### config.mk
export PLATFORM = sky130hd
export DESIGN_NAME = glb_port_arbiter
export DESIGN_NICKNAME = d
export VERILOG_FILES = /design/src/rtl/glb_pkg.sv /design/src/rtl/glb_port_arbiter_rr_pick.sv /design/src/rtl/glb_port_arbiter.sv
export SDC_FILE = /design/constraint.sdc
export NUM_CORES = 1
export LEC_CHECK = 0
export ABC_AREA = 1
export BUFFER_PORTS_ARGS = -buffer_cell sky130_fd_sc_hd__buf_2
export CAP_MARGIN = 20
export CORE_MARGIN = 2
export CORE_UTILIZATION = 31
export CTS_CLUSTER_SIZE = 10
export DETAILED_ROUTE_END_ITERATION = 7
export SKIP_LAST_GASP = 1
export SYNTH_ARGS = -nofsm -noshare
export SYNTH_HDL_FRONTEND = slang
export SYNTH_SLANG_ARGS = --single-unit
### constraint.sdc
create_clock -name clk -period 7.4 [get_ports clk]
set_input_delay 1.48 -clock clk [delete_from_list [all_inputs] [get_ports clk]]
set_output_delay 1.48 -clock clk [all_outputs]
set_load 0.02 [all_outputs]
### src/rtl/glb_pkg.sv
// Shared GLB definitions: requester ids and default port geometry used by
// every bank-side arbiter instance.
package glb_pkg;

  localparam int GLB_ADDR_W    = 12;
  localparam int GLB_N_REQ     = 4;
  localparam int GLB_MAX_BURST = 16;

  typedef enum logic [1:0] {
    REQ_DRAM  = 2'd0,
    REQ_ARRAY = 2'd1,
    REQ_OFMAP = 2'd2,
    REQ_PPU   = 2'd3
  } req_id_e;

  // Index width that never collapses to zero bits for a single requester.
  function automatic int idx_w(input int n);
    return (n > 1) ? $clog2(n) : 1;
  endfunction

endpackage

### src/rtl/glb_port_arbiter_rr_pick.sv
// Combinational round-robin picker: first set request found when scanning
// upward from start, wrapping modulo N.
module rr_pick
  import glb_pkg::*;
#(
  parameter  int N    = GLB_N_REQ,
  localparam int ID_W = idx_w(N)
) (
  input  logic [N-1:0]    req,
  input  logic [ID_W-1:0] start,
  output logic [N-1:0]    onehot,
  output logic [ID_W-1:0] index,
  output logic            found
);

  int              sum;
  logic [ID_W-1:0] idx;

  always_comb begin
    onehot = '0;
    index  = '0;
    found  = 1'b0;
    sum    = 0;
    idx    = '0;
    for (int i = 0; i < N; i++) begin
      sum = int'(start) + i;
      if (sum >= N) sum = sum - N;
      idx = ID_W'(sum);
      if (!found && req[idx]) begin
        found       = 1'b1;
        index       = idx;
        onehot[idx] = 1'b1;
      end
    end
  end

endmodule

### src/rtl/glb_port_arbiter.sv
// Single-port GLB bank arbiter: round-robin between requesters with a
// bounded burst lock, plus read-valid strobes aligned to the SRAM latency.
module glb_port_arbiter
  import glb_pkg::*;
#(
  parameter  int N_REQ     = GLB_N_REQ,
  parameter  int ADDR_W    = GLB_ADDR_W,
  parameter  int MAX_BURST = GLB_MAX_BURST,
  localparam int ID_W      = idx_w(N_REQ),
  localparam int CNT_W     = $clog2(MAX_BURST + 1)
) (
  input  logic                    clk,
  input  logic                    rst,
  input  logic [N_REQ-1:0]        req,
  input  logic [N_REQ-1:0]        lock,
  input  logic [N_REQ-1:0]        we,
  input  logic [N_REQ*ADDR_W-1:0] addr,
  output logic [N_REQ-1:0]        gnt,
  output logic [N_REQ-1:0]        rvalid,
  output logic                    sram_en,
  output logic                    sram_we,
  output logic [ADDR_W-1:0]       sram_addr,
  output logic [ID_W-1:0]         grant_id,
  output logic                    busy
);

  logic [ID_W-1:0]  rr_ptr;
  logic [ID_W-1:0]  owner;
  logic             owned;
  logic [CNT_W-1:0] burst_cnt;

  logic [N_REQ-1:0] pick_onehot;
  logic [ID_W-1:0]  pick_idx;
  logic             pick_found;

  logic             keep;
  logic             any_gnt;
  logic [ID_W-1:0]  win;

  logic [ID_W-1:0]  next_ptr;
  logic [ID_W-1:0]  next_owner;
  logic             next_owned;
  logic [CNT_W-1:0] next_cnt;

  logic [ADDR_W-1:0] addr_arr [N_REQ];

  for (genvar i = 0; i < N_REQ; i++) begin : g_addr
    assign addr_arr[i] = addr[i*ADDR_W +: ADDR_W];
  end

  rr_pick #(.N(N_REQ)) u_pick (
    .req    (req),
    .start  (rr_ptr),
    .onehot (pick_onehot),
    .index  (pick_idx),
    .found  (pick_found)
  );

  // A held lock beats round-robin only while the owner still requests and
  // has burst budget left; otherwise the scan restarts after the last winner.
  assign keep = owned && req[owner] && (burst_cnt < CNT_W'(MAX_BURST));

  always_comb begin
    gnt     = '0;
    win     = '0;
    any_gnt = 1'b0;
    if (!rst) begin
      if (keep) begin
        gnt[owner] = 1'b1;
        win        = owner;
        any_gnt    = 1'b1;
      end else if (pick_found) begin
        gnt     = pick_onehot;
        win     = pick_idx;
        any_gnt = 1'b1;
      end
    end
  end

  assign sram_en   = any_gnt;
  assign sram_we   = any_gnt & we[win];
  assign sram_addr = any_gnt ? addr_arr[win] : '0;
  assign grant_id  = win;

  always_comb begin
    next_ptr   = rr_ptr;
    next_owner = owner;
    next_owned = 1'b0;
    next_cnt   = '0;
    if (any_gnt) begin
      next_ptr = (win == ID_W'(N_REQ - 1)) ? '0 : win + ID_W'(1);
      if (lock[win]) begin
        next_owned = 1'b1;
        next_owner = win;
        next_cnt   = keep ? burst_cnt + CNT_W'(1) : CNT_W'(1);
      end
    end
  end

  // Reset also drops any read strobe that was in flight.
  always_ff @(posedge clk) begin
    if (rst) begin
      rr_ptr    <= '0;
      owner     <= '0;
      owned     <= 1'b0;
      burst_cnt <= '0;
      rvalid    <= '0;
      busy      <= 1'b0;
    end else begin
      rr_ptr    <= next_ptr;
      owner     <= next_owner;
      owned     <= next_owned;
      burst_cnt <= next_cnt;
      rvalid    <= gnt & ~we;
      busy      <= next_owned;
    end
  end

endmodule

==> reports/qor.yml, run 1 <==
power:
  peakVddDrop_v: 0.0001570
  p_leak_nw: 1.200
  powerDensity_nw_per_um2: 491.1
grt:
  grt-ovfl-total: 0
  antenna_found_initial: 0
  grtUsageTotal_pct: 15.44
  grt_pass1_vias: 1821
  grt_pass1_wl_um: 8155
  grt_max_degree: 32
cts:
  clk_path_buf_depth: 2
  cts_hold_buf: 0
  h-tree-depth: 1
  cts_root_buf: "clkbuf_8"
  cts-buffers-inserted: 3
  postCtsSetupBuffers: 0
  clk_pin_slew_worst_paths_ps: 60
  clock-sinks: 14
  cts_tree: "done"
  clk_latency_ps: 250
  post_cts_resized: 0
route:
  drtIter0Drc: 100
  drc: 0
  dr_total_vias: 2002
  wl_per_cell_um: 12.18
  drtPass1Iterations: 4
  routed_wl_um: 5176
  vias_per_cell: 4.711
  ant_nets: 0
placement:
  gp_congestion: 0.7997
  hpwlAfterDp_um: 4110
  io_buffer_count: 86
  pre_cts_slack_ps: 2375
run:
  maxCapViolations: 0
synthesis:
  ys_warn_count: 0
  ys_seq_elements: 14
  synth_edf_count: 0
  syn_nets: 344
  synthesis.area_um2: 1788
  synthFlopType: "dfxtp_1"
  synth_cell_types: 43
  async_flop_share_pct: 0
  yosysSeqAreaShare_pct: 15.68
  syn_avg_cell_area_um2: 6.525
  synth_cells: 274
sta:
  slew_headroom_pct: 56.51
  layout_min_cycle_time_ps: 5051
  drv_slew: 0
  hold_viol: 0
  fin_crit_sh_pct: 68.26
  clock_skew_ps: 2.486
  setup_viol: 0
  worst_slew_pin_slew_ps: 651.4
  fin_ws_ps: 2349
  rsz0062_at_grt: "no"
  max_freq_ghz: 0.1980
  setup_tns_ps: 0
cells_and_area:
  syn_to_final_growth_pct: 26.52
  diodes: 0
  seq_area_um2: 280.3
  drive_above_1_share_pct: 37.96
  final_net_count: 424
  fillerInstances: 607
  final_common_cell: "nand2_1"
  multi_input_area_um2: 1304
  final_cell_mix: "nand2_1 (90), buf_2 (86), nand3_1 (34)"
floorplanning:
  die_area_um2: 6391
  die_h_um: 79.95
  initial_core_util_pct: 32.27
  core_um2: 5540
  die_w_um: 79.95
  rows: 27
  io_pins: 87
critical_path:
  start_kind: "primary input"
  reg2reg_slack_ps: 4310
  required_ps: 5920
  timing.critical_path.mode_cell: "nand2_1"
  critical_path_buf_inv_count: 4
  slowest_stage: "inv_4"
  worstSetupEndpointType: "primary output"
  max_stage_delay_ps: 310
  cp_max_fo: 31
  crit_arrival_ps: 3570
  cp_cell_sequence: "buf_2, nand3_1, nand4_1, and2_1, nand2_1, nand2_1, inv_1, nand2_4, inv_4, nand2_1, nand3_1, nand2_1, a31oi_2, buf_2"
  path_delay_family: "simple AND/OR/NAND/NOR gates"
  critPathKind: "primary input to primary output"
run_status:
  outcome: "finished clean"
hold_path:
  hp-class: "flip-flop to flip-flop"
-- state kept, by name (all words and copies together) (netlist names) --
register / count
burst_cnt: 5
owned: 1
owner: 2
rr_ptr: 2
rvalid: 4
-- layer usage --
| metal | global-route usage (%) | part of all wire, % | up-vias |
|---|---|---|---|
| met5 | 0 | 0 | - |
| met4 | 0.5085 | 0 | 0 |
| met3 | 2.828 | 4.5 | 0 |
| met2 | 27.75 | 51 | 46 |
| met1 | 20.11 | 45 | 892 |
| li1 | - | - | 1064 |
-- final timing paths --
path | start | endpoint | cells after the start
min | burst_cnt[0]$_SDFF_PP0_ | burst_cnt[0]$_SDFF_PP0_ | 1
min reg2reg | burst_cnt[0]$_SDFF_PP0_ | burst_cnt[0]$_SDFF_PP0_ | 1
max | req[3] | sram_addr[3] | 14
max reg2reg | rr_ptr[0]$_SDFFE_PP0P_ | burst_cnt[1]$_SDFF_PP0_ | 15
-- Yosys cell counts, types with 6 or more instances --
master	instances	area share [%]
a31oi_2	7	4.9
dfxtp_1	14	16
ha_1	8	5.6
inv_1	20	4.2
nand2_1	90	19
nand2_2	14	4.9
nand2_4	6	3.8
nand3_1	34	9.5
nor2_1	16	3.4
-- area by class of cell --
type	count	share of cell area (%)
multi-input combinational	225	57.63
timing repair buffer	86	19.03
sequential	14	12.39
inverter	24	4.535
tap	72	3.982
clock buffer	4	2.434
-- stage by stage --
stage / cells / power (mW) / utilization (%) / instance area [µm²] / hold slack, ps
2_1_floorplan: 274 / 0.8797 / - / 1788 / 434.8
3_3_place_gp: 421 / 1.031 / 39.84 / 2207 / 462.7
3_5_place_dp: 421 / 1.036 / 39.84 / 2207 / 458.9
4_1_cts: 425 / 1.115 / 40.83 / 2262 / 469.0
5_1_grt: 425 / 1.221 / 40.83 / 2262 / 504.2
6_report: 425 / 1.111 / 40.83 / 2262 / 470.7
-- report_power, final --
group	switching (mW)	leakage [nW]	internal [mW]
Clock	0.0272	0.0288	0.0471
Combinational	0.616	1.06	0.288
Sequential	0.0347	0.115	0.0975
-- kinds of logic after synthesis --
logic type / count (synthesis) / synth area share [%]
simple gates: 180 / 49.82
compound gates: 35 / 16.52
buf+inv: 35 / 11.41
flops: 14 / 15.68
fa+ha+maj: 8 / 5.599
xor+xnor: 2 / 0.9799
Note: power is estimated with default switching activity, not from simulation.
==> run 2, diff against run 1 <==
- clock period: 7.4 -> 4.6 ns (I/O delays scaled with it)
==> run 2 against run 1 <==
Critical path depth increased by 2. Wire length fell by 2.5%. Count of clock-buffer cells in the layout unchanged. Sequential power grew 49%. Setup slack got worse by 1900 ps. Clock power grew 64%. Die area is the same. Global-route usage up 0.10 points. Final area is 0.33% higher. Critical path type is now flip-flop to primary output. Highest routed layer is now met4.
==> reports/qor.yml, run 2 (same netlist as run 1, synthesis figures left out) <==
run_status:
  outcome: "finished clean"
run:
  maxCapViolations: 0  # unchanged
sta:
  clock_skew_ps: 0.6795  # -1.806 ps
  slew_headroom_pct: 61.00  # +4.5 points
  setup_viol: 0  # unchanged
  max_freq_ghz: 0.2423
  rsz0062_at_grt: "no"
  fin_crit_sh_pct: 89.71
  holdWs_ps: 467.9  # -2.775 ps
  setup_tns_ps: 0  # unchanged
  hold_viol: 0  # unchanged
  worst_slew_pin_slew_ps: 583.6  # -67.76 ps
  drv_slew: 0  # unchanged
  layout_min_cycle_time_ps: 4127
placement:
  io_buffer_count: 86  # unchanged
  gp_congestion: 0.8356  # +4.5%
  hpwlAfterDp_um: 4100  # -0.22%
critical_path:
  start_kind: "flip-flop"
  worstSetupEndpointType: "primary output"
  crit_start: "rr_ptr[1]$_SDFFE_PP0P_"
  r2r_start: "rr_ptr[1]$_SDFFE_PP0P_"
  critPathKind: "flip-flop to primary output"
  required_ps: 3680  # -2240 ps
  crit_arrival_ps: 3210  # -360 ps
  cp_max_fo: 31  # unchanged
grt:
  grt_pass1_wl_um: 8114  # -0.50%
  grt-ovfl-total: 0  # unchanged
  antenna_found_initial: 0  # unchanged
  grt_max_degree: 32  # unchanged
  grt_pass1_vias: 1844  # +1.3%
  grtUsageTotal_pct: 15.55  # +0.10 points
floorplanning:
  io_pins: 87  # unchanged
  die_h_um: 79.95  # unchanged
  rows: 27  # unchanged
  die_area_um2: 6391  # unchanged
  core_um2: 5540  # unchanged
  initial_core_util_pct: 32.27  # unchanged
  die_w_um: 79.95  # unchanged
power:
  p_leak_nw: 1.205  # +0.41%
  power_mw: 1.791  # +61%
  peakVddDrop_v: 0.0002897  # +84%
  powerDensity_nw_per_um2: 788.9  # +61%
route:
  drc: 0  # unchanged
  dr_total_vias: 2035  # +1.6%
  wl_per_cell_um: 11.85  # -2.7%
  vias_per_cell: 4.777  # +1.4%
  drtPass1Iterations: 4  # unchanged
  routed_wl_um: 5048  # -2.5%
  drtIter0Drc: 81  # -19%
  ant_nets: 0  # unchanged
cells_and_area:
  diodes: 0  # unchanged
  final_common_cell: "nand2_1"
  top_regs: "burst_cnt (5), rvalid (4)"
  syn_to_final_growth_pct: 26.94
  drive_above_1_share_pct: 38.14  # +0.18 points
  largest_register_ffs: 5  # unchanged
  largest-register: "burst_cnt"
  final_cell_mix: "nand2_1 (90), buf_2 (86), nand3_1 (34)"
  final_net_count: 425  # +0.24%
  fillerInstances: 610  # +0.49%
cts:
  cts-buffers-inserted: 3  # unchanged
  post_cts_resized: 0  # unchanged
  cts_tree: "done"
  clock-sinks: 14  # unchanged
  postCtsSetupBuffers: 0  # unchanged
  clk_latency_ps: 250  # about the same
  h-tree-depth: 1  # unchanged
  cts_root_buf: "clkbuf_8"
  clk_pin_slew_worst_paths_ps: 60  # about the same
  clk_path_buf_depth: 2  # unchanged
  cts_hold_buf: 0  # unchanged
hold_path:
  hold_path.startpoint: "burst_cnt[0]$_SDFF_PP0_"
  hp-class: "flip-flop to flip-flop"
-- run 2: cell types whose count changed in the layout (fill, tap and decap cells not counted) --
cell   before  now
buf_4       0    1
-- run 2: metal layers --
layer	track usage (%)	vias to the layer above	wire length, µm
met4	2.712	0	33
met2	27.58	38	2573
met1	19.88	922	2265
met5	0	-	0
li1	-	1070	-
met3	2.489	5	175
-- run 2: cell type report --
class	instances	area, µm²	area share (%)
clock buffers	4	55.05	2.426
inverters	24	102.6	4.520
multi-input cells	225	1304	57.44
flip-flops and latches	14	280.3	12.35
well taps	72	90.09	3.969
repair buffers	87	437.9	19.29
-- run 2: critical path: stages (launching register included) --
cell     delay, ps
dfxtp_1        600
inv_2          160
ha_1           360
inv_1          120
nand2_1         70
nand2_1        130
o21ai_2         80
nor2_1          80
nand2_1         60
nand2_2        130
nand2_4        230
inv_4          310
nand2_1         90
nand3_1         70
nand2_1         80
a31oi_2        160
buf_2          190
-- run 2: worst paths after layout --
kind	end	slack (ps)	depth (start not counted)
setup / recovery	sram_addr[3]	470	16
hold / removal	burst_cnt[0]$_SDFF_PP0_	470	1
setup reg to reg	burst_cnt[2]$_SDFF_PP0_	1640	15
hold reg to reg	burst_cnt[0]$_SDFF_PP0_	470	1
-- run 2: power by group --
part	switching [mW]	internal [mW]	leakage, nW
Sequential	0.0399	0.157	0.115
Clock	0.0459	0.0759	0.0288
Combinational	1.00	0.469	1.06
Total	1.09	0.702	1.21
-- run 2: metrics by stage --
step	cells	setup slack (ps)	area (µm²)	util [%]
floorplan	274	1091	1788	-
global placement	422	719.9	2215	39.97
detailed placement	422	653.0	2215	39.97
CTS	426	448.5	2270	40.97
global route	426	128.3	2270	40.97
finish	426	473.4	2270	40.97
